### src/rtl/pipeline_ctrl_pkg.sv
// Shared definitions for the pipeline execution controller.
// The debug unit imports this package to decode the controller's
// busy/done status. It provides:
//   - NB_STATE and the fixed 2-bit state encodings
//   - state_e, an enum type built on those encodings
//   - REG_ZERO, the hard-wired zero register address
package pipeline_ctrl_pkg;

  localparam int NB_STATE = 2;

  localparam logic [NB_STATE-1:0] STATE_IDLE = 2'b00;
  localparam logic [NB_STATE-1:0] STATE_RUN  = 2'b01;
  localparam logic [NB_STATE-1:0] STATE_STEP = 2'b10;
  localparam logic [NB_STATE-1:0] STATE_DONE = 2'b11;

  typedef enum logic [NB_STATE-1:0] {
    IDLE = STATE_IDLE,
    RUN  = STATE_RUN,
    STEP = STATE_STEP,
    DONE = STATE_DONE
  } state_e;

  // Register 0 reads as zero and must never be written.
  localparam int unsigned REG_ZERO = 0;

endpackage

### src/rtl/pipeline_exec_ctrl_sat_counter.sv
// Saturating up-counter.
// Ports:
//   i_clock  - rising-edge clock
//   i_reset  - synchronous, active-high clear
//   i_enable - count this cycle
//   o_count  - current value; it holds at all-ones and never wraps
module sat_counter #(
  parameter int WIDTH = 32
) (
  input  logic             i_clock,
  input  logic             i_reset,
  input  logic             i_enable,
  output logic [WIDTH-1:0] o_count
);

  always_ff @(posedge i_clock) begin
    if (i_reset) begin
      o_count <= '0;
    end else if (i_enable && (o_count != '1)) begin
      o_count <= o_count + WIDTH'(1);
    end
  end

endmodule

### src/rtl/pipeline_exec_ctrl.sv
// Execution controller for the five-stage pipeline.
// It decides when the pipeline advances: continuous run, single step or
// paused. Execution stops once a HALT instruction retires in writeback.
// The controller also gates the register-file write port and counts
// enabled cycles.
// Ports:
//   i_clock, i_reset          - clock; synchronous active-high reset
//   i_run, i_step             - debug commands (pulses)
//   i_pause                   - level; leaves continuous run
//   i_WB_halt                 - HALT is in writeback this cycle
//   i_WB_reg_write            - writeback register-write request
//   i_WB_selected_reg         - writeback destination register
//   o_pipeline_enable/o_busy  - pipeline advances this cycle
//   o_rf_write_enable         - gated register-file write enable
//   o_step_done               - the single-step cycle is executing
//   o_done                    - HALT has retired
//   o_cycle_count             - enabled cycles since reset (saturating)
module pipeline_exec_ctrl
  import pipeline_ctrl_pkg::*;
#(
  parameter int NB_REG    = 5,
  parameter int NB_CYCLES = 32
) (
  input  logic                 i_clock,
  input  logic                 i_reset,
  input  logic                 i_run,
  input  logic                 i_step,
  input  logic                 i_pause,
  input  logic                 i_WB_halt,
  input  logic                 i_WB_reg_write,
  input  logic [NB_REG-1:0]    i_WB_selected_reg,
  output logic                 o_pipeline_enable,
  output logic                 o_rf_write_enable,
  output logic                 o_step_done,
  output logic                 o_busy,
  output logic                 o_done,
  output logic [NB_CYCLES-1:0] o_cycle_count
);

  state_e state;
  state_e state_next;

  always_comb begin
    state_next = state;
    unique case (state)
      IDLE: begin
        if (i_run) begin
          state_next = RUN;
        end else if (i_step) begin
          state_next = STEP;
        end
      end
      RUN: begin
        // HALT takes priority so the program ends rather than merely pauses.
        if (i_WB_halt) begin
          state_next = DONE;
        end else if (i_pause) begin
          state_next = IDLE;
        end
      end
      STEP: begin
        state_next = i_WB_halt ? DONE : IDLE;
      end
      DONE: begin
        state_next = DONE;
      end
      default: begin
        state_next = IDLE;
      end
    endcase
  end

  always_ff @(posedge i_clock) begin
    if (i_reset) begin
      state <= IDLE;
    end else begin
      state <= state_next;
    end
  end

  assign o_pipeline_enable = (state == RUN) || (state == STEP);
  assign o_busy            = o_pipeline_enable;
  assign o_step_done       = (state == STEP);
  assign o_done            = (state == DONE);

  assign o_rf_write_enable = i_WB_reg_write && o_pipeline_enable &&
                             (i_WB_selected_reg != NB_REG'(REG_ZERO));

  sat_counter #(
    .WIDTH(NB_CYCLES)
  ) u_cycle_counter (
    .i_clock (i_clock),
    .i_reset (i_reset),
    .i_enable(o_pipeline_enable),
    .o_count (o_cycle_count)
  );

endmodule

### config.mk
export PLATFORM = sky130hd
export DESIGN_NAME = pipeline_exec_ctrl
export DESIGN_NICKNAME = d
export VERILOG_FILES = /design/src/rtl/pipeline_ctrl_pkg.sv /design/src/rtl/pipeline_exec_ctrl_sat_counter.sv /design/src/rtl/pipeline_exec_ctrl.sv
export SDC_FILE = /design/constraint.sdc
export NUM_CORES = 1
export LEC_CHECK = 0
export BUFFER_PORTS_ARGS = -buffer_cell sky130_fd_sc_hd__buf_2
export CAP_MARGIN = 20
export CORE_ASPECT_RATIO = 1.25
export CORE_UTILIZATION = 30
export CTS_CLUSTER_SIZE = 40
export DETAILED_ROUTE_END_ITERATION = 10
export GPL_TIMING_DRIVEN = 1
export HOLD_SLACK_MARGIN = 0.06
export PLACE_DENSITY_LB_ADDON = 0.15
export SYNTH_ARGS = -nofsm -noshare
export SYNTH_HDL_FRONTEND = slang
export SYNTH_HIERARCHICAL = 1
export SYNTH_SLANG_ARGS = --single-unit
### constraint.sdc
create_clock -name i_clock -period 2.4 [get_ports i_clock]
set_input_delay 0.36 -clock i_clock [delete_from_list [all_inputs] [get_ports i_clock]]
set_output_delay 0.36 -clock i_clock [all_outputs]
set_load 0.1 [all_outputs]
==> summary.md, run 1 <==
| Metric | Value |
|---|---|
| Count of endpoints failing hold in the final timing report | `0` |
| Post-synthesis instance area | `1890 um^2` |
| Crit path required time | `2.61 ns` |
| Clock slew seen by the registers of the worst setup and hold paths | `0.06 ns` |
| Number of levels the H-tree was split into | `2` |
| Min setup slack post-route | `0.121 ns` |
| Commonest cells in the synthesized netlist | `dfxtp_1 (34), a21oi_1 (22), nor2_1 (16)` |
| Number of clock buffers inserted by TritonCTS | `5` |
| Hold wc startpoint | `i_run` |
| Wire per inst | `13.7 um` |
| Largest net degree at the start of global routing | `23` |
| Area growth from synthesis to layout | `33.0%` |
| Final Cycle Share | `95.0%` |
| Hold slack final | `0.396 ns` |
| Number of clock sinks | `34` |
| Number of distinct library cells after synthesis | `42` |
| Crit path from | `state[1]` |
| Relative slew margins | `63.5%` |
| Die area | `6610 um^2` |
| Placed cell area | `2360 um^2` |
| Estimated wirelength of the detail-placed design | `3640 um` |
| Initial antenna violation count | `0` |
| Fmax achieved | `439 MHz` |
| Synth top area share | `36.1%` |
| Final number of max-transition violations | `0` |
| CTS Root Buffer Type | `clkbuf_8` |
| Proportion of layout cells with a drive suffix above 1 | `41.4%` |
| Via count of the first global-routing pass | `1738` |
| Final setup fails | `0` |
| Final core utilization | `42.3%` |
| Insertion delay to the later sink of the worst-skew pair | `0.29 ns` |
| CTS Hold Bufs | `0` |
| Overflow after GRT | `0` |
| Mean instance size in the synthesized netlist | `8.49 um^2` |
| Transition time at the pin with the least slew margin | `0.534 ns` |
| Ant. Diodes | `0` |
| CP endpoint kind | `flip-flop` |
| Library cell with the highest instance count after synthesis | `dfxtp_1` |
| Summed area of non-filler cells in the final layout | `2510 um^2` |
| Outcome | `finished, final reports clean` |
| Count of non-filler cells in the finished layout | `362` |
| Final period demand of the worst path | `2.28 ns` |
| Count of antenna-violating nets left after detailed routing | `0` |
| 1st-iter DRT viols | `43` |
| Maximum fanout along the worst path | `5` |
| Wire length of the first global-routing pass | `8220 um` |
| CTS tree | `done` |
| EDFF count, synth | `0` |
| Static power due to leakage | `0.951 nW` |
| CTS max path bufs | `2` |
| Number of nets in the synthesized netlist | `240` |
| Slowest cell on the critical path | `nor4_4` |
| Number of max-cap violations | `0` |
| Ys Warns | `6` |
| DRC viols | `0` |
| R2r startpoint | `state[1]` |
| Effective utilization at floorplan | `31.8%` |
| Average via count per standard cell | `5.25` |
| Register bit total from synthesis | `34` |
| Fraction of the yosys area taken by sequential cells | `36.1%` |
| Core region area | `5930 um^2` |
| Total Nets Final | `297` |
| Number of placed cells counting well taps | `349` |
| Hold WC Path Type | `in -> reg` |
| Power per Cell Area | `761 nW/um^2` |
| Clock tree skew after final layout | `0.00818 ns` |
| Most instantiated flip-flop cell in the synthesis netlist | `dfxtp_1` |
| Setup TNS | `0 ns` |
| Max IR drop VDD | `0.000429 V` |
| Arrival time at the worst endpoint | `2.49 ns` |
| Boundary Pins | `49` |
| Critical Path, Cell by Cell | `inv_2 > ha_4 > nand4_1 > nor4_4 > buf_4 > nand3_1 > or4_1 > a21oi_1` |
| Most area-hungry cell type in the Yosys netlist | `dfxtp_1` |
| Kind of start point of the critical path | `flip-flop` |
| Overall die height | `90.6 um` |
| Startpoint-to-endpoint class of the critical path | `reg -> reg` |
| Overall track demand over capacity in global routing | `15.9%` |
| Final Wtd Congestion | `0.731` |
| Iteration count of the initial detailed-routing pass | `4` |
| Total number of vias | `1899` |
| Placement-stage worst setup slack | `0.114 ns` |
| Number of port buffers | `48` |
| X dimension of the die | `72.9 um` |
| Power, Total | `1.91 mW` |
| Instance count of the mapped netlist | `222` |
| Maximum cell stage delay along the critical path | `0.45 ns` |
| Cell types with the largest area share after synthesis | `dfxtp_1 (36%), a21oi_1 (5.8%), o31ai_1 (4.8%), or4_1 (4.8%), ha_1 (4.0%)` |
| Routed Wire Length | `4950 um` |
| Proportion of register bits with asynchronous set or reset after synthesis | `0%` |
| Row count | `31` |
## logic make-up after synthesis
logic type	after synthesis	share of synthesized area [%]
fa+ha+maj	6	3.98
xor+xnor	7	3.25
buf+inv	16	3.58
mux	5	2.85
simple gates	102	32.1
compound gates	52	18.1
flops	34	36.1
## final cells by class
| class | count | area [um^2] |
|---|---|---|
| Fill cell | 604 | 3430 |
| Multi-Input combinational cell | 172 | 1160 |
| Sequential cell | 34 | 757 |
| Timing Repair Buffer | 62 | 358 |
| Clock buffer | 8 | 110 |
| Tap cell | 82 | 103 |
| Inverter | 4 | 15.0 |
## worst max-delay path: cells and delay by family, from the launching register on
kind            cells  cell delay (ns)
compound gates      1             0.15
fa+ha+maj           1             0.29
buf+inv             2             0.25
flops               1             0.36
simple gates        4             1.16
## what timing repair did
item                                   4_1_cts  5_1_grt
gates resized for setup                      0        4
endpoints found under the hold margin        0        0
setup buffers                                0        5
setup endpoints to repair                    0        5
## per-layer routing
metal	up-vias	GRT usage, %	wire, um
met3	5	3.91	193
met5	-	0	0
li1	966	-	-
met2	38	26.6	2410
met1	890	19.9	2300
met4	0	4.41	48
## where the power goes
group | internal (mW) | switching (mW)
Combinational | 0.212 | 0.580
Clock | 0.290 | 0.212
Sequential | 0.581 | 0.0321
## state kept, by name (all words and copies together) (netlist names)
name,count
u_cycle_counter/o_count,32
state,2
## layout by cell type (no fill, tap or decap), types with 4 or more instances in the layout
cell type / instances
a21oi_1: 22
and4_1: 4
buf_2: 48
buf_4: 13
clkbuf_8: 8
dfxtp_2: 19
dfxtp_4: 14
ha_1: 5
nand2_1: 10
nand3_1: 13
nand4_1: 10
nor2_1: 16
nor3b_1: 4
o21ai_0: 8
o31ai_1: 12
or3_1: 11
or4_1: 12
xnor2_1: 6
## worst paths after layout
| path | endpoint | slack [ns] | depth (start not counted) |
|---|---|---|---|
| max | u_cycle_counter/o_count[25] | 0.12 | 8 |
| min | state[1] | 0.40 | 3 |
| max reg2reg | u_cycle_counter/o_count[25] | 0.12 | 8 |
| min reg2reg | u_cycle_counter/o_count[23] | 0.50 | 2 |
(Power assumes the default switching activity.)
==> inputs of run 2 (changes only) <==
==> constraint.sdc (replaced) <==
create_clock -name i_clock -period 2.4 [get_ports i_clock]
set_input_delay 0.12 -clock i_clock [delete_from_list [all_inputs] [get_ports i_clock]]
set_output_delay 0.12 -clock i_clock [all_outputs]
set_load 0.1 [all_outputs]
==> run 2 against run 1 <==
Effect of this change: sequential share of layout area is 0.075 points lower; cell count decreased by 0.55%; clock skew is 0.00058 ns lower; sequential power about the same; clock power about the same; global-route usage hardly changed; die area is the same; sequential cell count unchanged; via count decreased by 1.2%; total power about the same; non-clock buffer count is 2 lower; cell area grew 0.25%; highest routed layer unchanged.
==> summary.md, run 2 (synthesized netlist as in run 1, its figures left out) <==
| Metric | Value |
|---|---|
| Number of port buffers | `48 (unchanged)` |
| Wire length of the first global-routing pass | `8160 um (was 8220 um)` |
| Part of the power in registers | `32.1% (about the same)` |
| Arrival time at the worst endpoint | `2.47 ns (was 2.49 ns)` |
| Total number of vias | `1876 (was 1899)` |
| CTS tree | `done (unchanged)` |
| Number of max-cap violations | `0 (unchanged)` |
| Initial antenna violation count | `0 (unchanged)` |
| Crit path required time | `2.61 ns (about the same)` |
| Effective utilization at floorplan | `31.8% (unchanged)` |
| Power per Cell Area | `760 nW/um^2 (was 761 nW/um^2)` |
| Die area | `6610 um^2 (unchanged)` |
| Wire per inst | `13.8 um (was 13.7 um)` |
| Switching power share of the total | `43.3% (was 43.2%)` |
| Placement-stage worst setup slack | `0.0770 ns (was 0.114 ns)` |
| Insertion delay to the later sink of the worst-skew pair | `0.29 ns (about the same)` |
| Critical Path, Cell by Cell | `inv_2 > ha_4 > nand4_1 > buf_4 > nor4_4 > buf_4 > nand3_1 > or4_4 > a21oi_2 (was inv_2 > ha_4 > nand4_1 > nor4_4 > buf_4 > nand3_1 > or4_1 > a21oi_1)` |
| Min setup slack post-route | `0.140 ns (was 0.121 ns)` |
| Ant. Diodes | `0 (unchanged)` |
| CTS max path bufs | `2 (unchanged)` |
| Internal Dissipation | `1.08 mW (about the same)` |
| Proportion of layout cells with a drive suffix above 1 | `42.8% (was 41.4%)` |
| Largest registers ranked by flip-flop count | `u_cycle_counter/o_count (32), state (2) (unchanged)` |
| Count of non-filler cells in the finished layout | `360 (was 362)` |
| DRC viols | `0 (unchanged)` |
| Outcome | `finished, final reports clean (unchanged)` |
| CTS Hold Bufs | `0 (unchanged)` |
| Gate power share | `41.4% (was 41.6%)` |
| Slowest cell on the critical path | `or4_4 (was nor4_4)` |
| Final setup fails | `0 (unchanged)` |
| Terminating pin of the worst hold path | `state[1] (unchanged)` |
| R2r endpoint | `u_cycle_counter/o_count[25] (unchanged)` |
| Maximum cell stage delay along the critical path | `0.43 ns (was 0.45 ns)` |
| Final Wtd Congestion | `0.749 (was 0.731)` |
| Clock Power Share | `26.5% (was 26.3%)` |
| Hold wc startpoint | `i_run (unchanged)` |
| Most frequent cells in the layout | `buf_2 (48), a21oi_1 (20), dfxtp_2 (19) (was buf_2 (48), a21oi_1 (22), dfxtp_2 (19))` |
| Cells on worst reg2reg path | `9 (was 8)` |
| Most common library cell in the layout ignoring fill and taps | `buf_2 (unchanged)` |
| Number of clock buffers inserted by TritonCTS | `5 (unchanged)` |
| Max IR drop VDD | `0.000583 V (was 0.000429 V)` |
| Iteration count of the initial detailed-routing pass | `4 (unchanged)` |
| Clock tree skew after final layout | `0.00760 ns (was 0.00818 ns)` |
| Boundary Pins | `49 (unchanged)` |
| Crit path from | `state[0] (was state[1])` |
| Total Nets Final | `295 (was 297)` |
| Number of clock sinks | `34 (unchanged)` |
| Cell repeated most along the worst path | `buf_4` |
| CTS Root Buffer Type | `clkbuf_8 (unchanged)` |
| Flip-flop count of the largest register, all copies and words added | `32 (unchanged)` |
| Overall track demand over capacity in global routing | `15.8% (was 15.9%)` |
| Routed Wire Length | `4980 um (was 4950 um)` |
| Static power due to leakage | `0.945 nW (was 0.951 nW)` |
| 1st-iter DRT viols | `58 (was 43)` |
| Maximum fanout along the worst path | `5 (unchanged)` |
| Via count of the first global-routing pass | `1702 (was 1738)` |
| Register-to-Register Setup Slack | `0.14 ns (was 0.12 ns)` |
| Largest register by flop count | `u_cycle_counter/o_count (unchanged)` |
| Startpoint-to-endpoint class of the critical path | `reg -> reg (unchanged)` |
| Core region area | `5930 um^2 (unchanged)` |
| Number of levels the H-tree was split into | `2 (unchanged)` |
| Area growth from synthesis to layout | `33.3% (was 33.0%)` |
| Largest net degree at the start of global routing | `40 (was 23)` |
| Switching power | `0.828 mW (was 0.825 mW)` |
| Overflow after GRT | `0 (unchanged)` |
| Clock slew seen by the registers of the worst setup and hold paths | `0.07 ns (was 0.06 ns)` |
| Average via count per standard cell | `5.21 (was 5.25)` |
| Final Cycle Share | `94.2% (was 95.0%)` |
| R2r startpoint | `state[0] (was state[1])` |
| Hold path cells | `3 (unchanged)` |
| Row count | `31 (unchanged)` |
| X dimension of the die | `72.9 um (unchanged)` |
| Hold WC Path Type | `in -> reg (unchanged)` |
| Setup TNS | `0 ns (unchanged)` |
| Count of antenna-violating nets left after detailed routing | `0 (unchanged)` |
| Fmax achieved | `443 MHz (was 439 MHz)` |
| Number of placed cells counting well taps | `348 (was 349)` |
| Count of endpoints failing hold in the final timing report | `0 (unchanged)` |
| Kind of start point of the critical path | `flip-flop (unchanged)` |
| Final period demand of the worst path | `2.26 ns (was 2.28 ns)` |
| Overall die height | `90.6 um (unchanged)` |
| Transition time at the pin with the least slew margin | `0.747 ns (was 0.534 ns)` |
| CP endpoint kind | `flip-flop (unchanged)` |
| Final number of max-transition violations | `0 (unchanged)` |
| Relative slew margins | `50.2% (was 63.5%)` |
| RSZ-0062 raised after global routing | `false` |
| Estimated wirelength of the detail-placed design | `3510 um (was 3640 um)` |
==> run 2: cell types whose count changed in the layout (fill, tap and decap cells not counted) <==
cell / previous run / this run
or4_1: 12 / 10
buf_4: 13 / 11
or4_4: 0 / 2
a21oi_2: 0 / 2
a21oi_1: 22 / 20
nor4_1: 3 / 2
nor4_2: 1 / 2
==> run 2: area by class of cell <==
class | count | area (um^2)
fillers | 626 | 3420
multi-input cells | 172 | 1190
flip-flops and latches | 34 | 757
repair buffers | 60 | 343
clock buffers | 8 | 110
well taps | 82 | 103
inverters | 4 | 15.0
==> run 2: critical path: cells and delay by family, from the launching register on <==
kind	cells	cell delay (ns)
simple gates	4	0.98
flops	1	0.36
buf+inv	3	0.42
compound gates	1	0.14
fa+ha+maj	1	0.29
==> run 2: per-layer routing <==
metal,share of wire (%),up-vias,track usage (%)
met3,4.8,6,3.24
met4,1.1,0,5.39
li1,-,959,-
met5,0,-,0
met2,49,44,26.6
met1,45,867,19.8
==> run 2: what timing repair did <==
item / CTS / global route
gates resized for setup: 0 / 9
setup buffers: 0 / 4
setup endpoints to repair: 0 / 5
==> run 2: worst max-delay path by stage <==
stage / end / slack, ns / depth (start not counted)
finish: u_cycle_counter/o_count[25] / 0.14 / 9
global route: u_cycle_counter/o_count[31] / 0.04 / 8
detailed placement: u_cycle_counter/o_count[31] / 0.08 / 7
floorplan: u_cycle_counter/o_count[31] / -0.002 / 7
global placement: u_cycle_counter/o_count[31] / 0.18 / 7
CTS: u_cycle_counter/o_count[31] / 0.06 / 7
==> run 2: power groups by stage <==
stage / clock, mW / combinational [mW] / sequential [mW]
after detailed placement: 0 / 0.765 / 0.622
after global placement: 0 / 0.762 / 0.620
after CTS: 0.526 / 0.766 / 0.608
after floorplan: 0 / 0.582 / 0.705
after global routing: 0.544 / 0.844 / 0.620
final: 0.505 / 0.791 / 0.613
==> run 2: per-stage QoR <==
stage / cell area [um^2] / util (%) / hold slack, ns / power [mW]
after global routing: 2510 / 42.4 / 0.176 / 2.01
after floorplan: 1980 / - / 0.299 / 1.29
final: 2510 / 42.4 / 0.163 / 1.91
after CTS: 2460 / 41.5 / 0.169 / 1.90
after detailed placement: 2350 / 39.6 / 0.474 / 1.39
after global placement: 2350 / 39.6 / 0.470 / 1.38
==> inputs of run 3 (changes only) <==
RECOVER_POWER = 100   (was default)
==> run 3 against run 2 <==
Effect of this change: global-route usage unchanged; sequential cell count unchanged; critical path depth unchanged; combinational power is 2% lower; cell count is the same; clock power decreased by 0.8%; critical path type unchanged; setup slack worse by 0.0027 ns; cell area down 2.5%; sequential power barely moved; via count rose by 0.64%.
==> summary.md, run 3 (synthesized netlist as in run 1, its figures left out) <==
| Metric | Value |
|---|---|
| Total Nets Final | `295 (unchanged)` |
| Estimated wirelength of the detail-placed design | `3510 um (unchanged)` |
| Count of endpoints failing hold in the final timing report | `0 (unchanged)` |
| X dimension of the die | `72.9 um (unchanged)` |
| Number of port buffers | `48 (unchanged)` |
| Average via count per standard cell | `5.24 (was 5.21)` |
| Min setup slack post-route | `0.138 ns (was 0.140 ns)` |
| Wire per inst | `13.8 um (about the same)` |
| Number of clock buffers inserted by TritonCTS | `5 (unchanged)` |
| Relative slew margins | `22.2% (was 50.2%)` |
| Total number of vias | `1888 (was 1876)` |
| Hold slack final | `0.164 ns (was 0.163 ns)` |
| Maximum cell stage delay along the critical path | `0.43 ns (about the same)` |
| Most common library cell in the layout ignoring fill and taps | `clkbuf_1 (was buf_2)` |
| Number of clock sinks | `34 (unchanged)` |
| Wire length of the first global-routing pass | `8160 um (unchanged)` |
| Outcome | `finished, final reports clean (unchanged)` |
| Core region area | `5930 um^2 (unchanged)` |
| Count of non-filler cells in the finished layout | `360 (unchanged)` |
| Proportion of layout cells with a drive suffix above 1 | `28.4% (was 42.8%)` |
| Final Cycle Share | `94.3% (was 94.2%)` |
| Row count | `31 (unchanged)` |
| RSZ-0062 raised after global routing | `false (unchanged)` |
| Number of max-cap violations | `0 (unchanged)` |
| CTS Root Buffer Type | `clkbuf_8 (unchanged)` |
| Most frequent cells in the layout | `clkbuf_1 (37), a21oi_1 (21), dfxtp_2 (18) (was buf_2 (48), a21oi_1 (20), dfxtp_2 (19))` |
| Clock slew seen by the registers of the worst setup and hold paths | `0.07 ns (about the same)` |
| Area growth from synthesis to layout | `30.0% (was 33.3%)` |
| Placement-stage worst setup slack | `0.0770 ns (unchanged)` |
| Boundary Pins | `49 (unchanged)` |
| Via count of the first global-routing pass | `1702 (unchanged)` |
| Largest registers ranked by flip-flop count | `u_cycle_counter/o_count (32), state (2) (unchanged)` |
| Kind of start point of the critical path | `flip-flop (unchanged)` |
| Transition time at the pin with the least slew margin | `1.17 ns (was 0.747 ns)` |
| Final number of max-transition violations | `0 (unchanged)` |
| Multi-input logic area | `1180 um^2 (was 1190 um^2)` |
| Clock tree skew after final layout | `0.00738 ns (was 0.00760 ns)` |
| Routed Wire Length | `4970 um (was 4980 um)` |
| CTS max path bufs | `2 (unchanged)` |
| Setup TNS | `0 ns (unchanged)` |
| Final setup fails | `0 (unchanged)` |
| Ant. Diodes | `0 (unchanged)` |
| CTS Hold Bufs | `0 (unchanged)` |
| Insertion delay to the later sink of the worst-skew pair | `0.29 ns (about the same)` |
| Overflow after GRT | `0 (unchanged)` |
| Filler cell count in the final layout | `647 (was 626)` |
| CTS tree | `done (unchanged)` |
| Crit path from | `state[0] (unchanged)` |
| End of the critical path | `u_cycle_counter/o_count[25] (unchanged)` |
| Flip-flop count of the largest register, all copies and words added | `32 (unchanged)` |
| Startpoint-to-endpoint class of the critical path | `reg -> reg (unchanged)` |
| Arrival time at the worst endpoint | `2.47 ns (about the same)` |
| Overall track demand over capacity in global routing | `15.8% (unchanged)` |
| Largest net degree at the start of global routing | `40 (unchanged)` |
| Iteration count of the initial detailed-routing pass | `6 (was 4)` |
| Cells on worst reg2reg path | `9 (unchanged)` |
| Slowest cell on the critical path | `or4_4 (unchanged)` |
| Power per Cell Area | `772 nW/um^2 (was 760 nW/um^2)` |
| Number of placed cells counting well taps | `348 (unchanged)` |
| Max IR drop VDD | `0.000584 V (was 0.000583 V)` |
| Crit path required time | `2.61 ns (about the same)` |
| Largest register by flop count | `u_cycle_counter/o_count (unchanged)` |
| Register-to-Register Setup Slack | `0.14 ns (about the same)` |
| Static power due to leakage | `0.778 nW (was 0.945 nW)` |
| Critical Path, Cell by Cell | `inv_2 > ha_4 > nand4_1 > buf_2 > nor4_4 > buf_4 > nand3_1 > or4_4 > a21oi_2 (was inv_2 > ha_4 > nand4_1 > buf_4 > nor4_4 > buf_4 > nand3_1 > or4_4 > a21oi_2)` |
| Fmax achieved | `442 MHz (was 443 MHz)` |
| R2r startpoint | `state[0] (unchanged)` |
| Number of levels the H-tree was split into | `2 (unchanged)` |
| DRC viols | `0 (unchanged)` |
| Footprint of the flip-flops and latches | `756 um^2 (was 757 um^2)` |
| 1st-iter DRT viols | `69 (was 58)` |
| Initial antenna violation count | `0 (unchanged)` |
| Count of antenna-violating nets left after detailed routing | `0 (unchanged)` |
| Final period demand of the worst path | `2.26 ns (about the same)` |
| Final Wtd Congestion | `0.749 (unchanged)` |
| CP endpoint kind | `flip-flop (unchanged)` |
| Die area | `6610 um^2 (unchanged)` |
| Hold WC Path Type | `in -> reg (unchanged)` |
| Maximum fanout along the worst path | `5 (unchanged)` |
| Effective utilization at floorplan | `31.8% (unchanged)` |
| R2r endpoint | `u_cycle_counter/o_count[25] (unchanged)` |
| Power, Total | `1.89 mW (was 1.91 mW)` |
| Overall die height | `90.6 um (unchanged)` |
run 3: changes by cell type in the layout (fill, tap and decap cells not counted):
cell,delta
buf_1,+1
dfxtp_2,-1
a21oi_2,-1
clkbuf_2,+2
dfxtp_1,+1
buf_2,-36
a21oi_1,+1
buf_4,-4
clkbuf_1,+37
run 3: report_power, final:
part	internal [mW]	leakage (nW)	total (mW)	switching [mW]
sequential	0.580	0.295	0.612	0.0327
clock	0.290	0.0575	0.501	0.212
combinational	0.197	0.426	0.779	0.582
run 3: final cells by class:
type / instances / share of cell area (%)
clock buffers: 8 / 4.49
inverters: 4 / 0.613
multi-input cells: 172 / 48.2
flip-flops and latches: 34 / 30.8
well taps: 82 / 4.19
repair buffers: 60 / 11.6
run 3: routing by layer:
metal	vias to the layer above	share of wire [%]	GRT usage [%]
met5	-	0	0
li1	954	-	-
met3	6	4.1	3.24
met4	0	1.1	5.39
met2	46	50	26.6
met1	882	44	19.8
run 3: critical path, delay by kind of cell (launching register included):
family | cells | cell delay, ns
adder cells (fa/ha/maj) | 1 | 0.29
buffers and inverters | 3 | 0.42
AND/OR/NAND/NOR | 4 | 0.98
AO/OA/AOI/OAI | 1 | 0.14
flip-flops | 1 | 0.36
run 3: how the worst min path moves through the flow:
stage,start,endpoint,slack [ns],cells after the start
floorplan,i_reset,state[1],0.30,2
detailed placement,i_run,state[1],0.47,3
global route,i_run,state[1],0.18,3
CTS,i_run,state[1],0.17,3
finish,i_run,state[1],0.16,3
global placement,i_run,state[1],0.47,3
run 3: stage by stage:
stage	area [um^2]	utilization [%]
3_5_place_dp	2350	39.6
5_1_grt	2450	41.3
6_report	2450	41.3
4_1_cts	2460	41.5
2_1_floorplan	1980	-
3_3_place_gp	2350	39.6
run 3: what timing repair did:
item / in CTS / in global routing
endpoints found under the setup margin: 0 / 5
buffers inserted: 0 / 4
gates resized for setup: 0 / 9
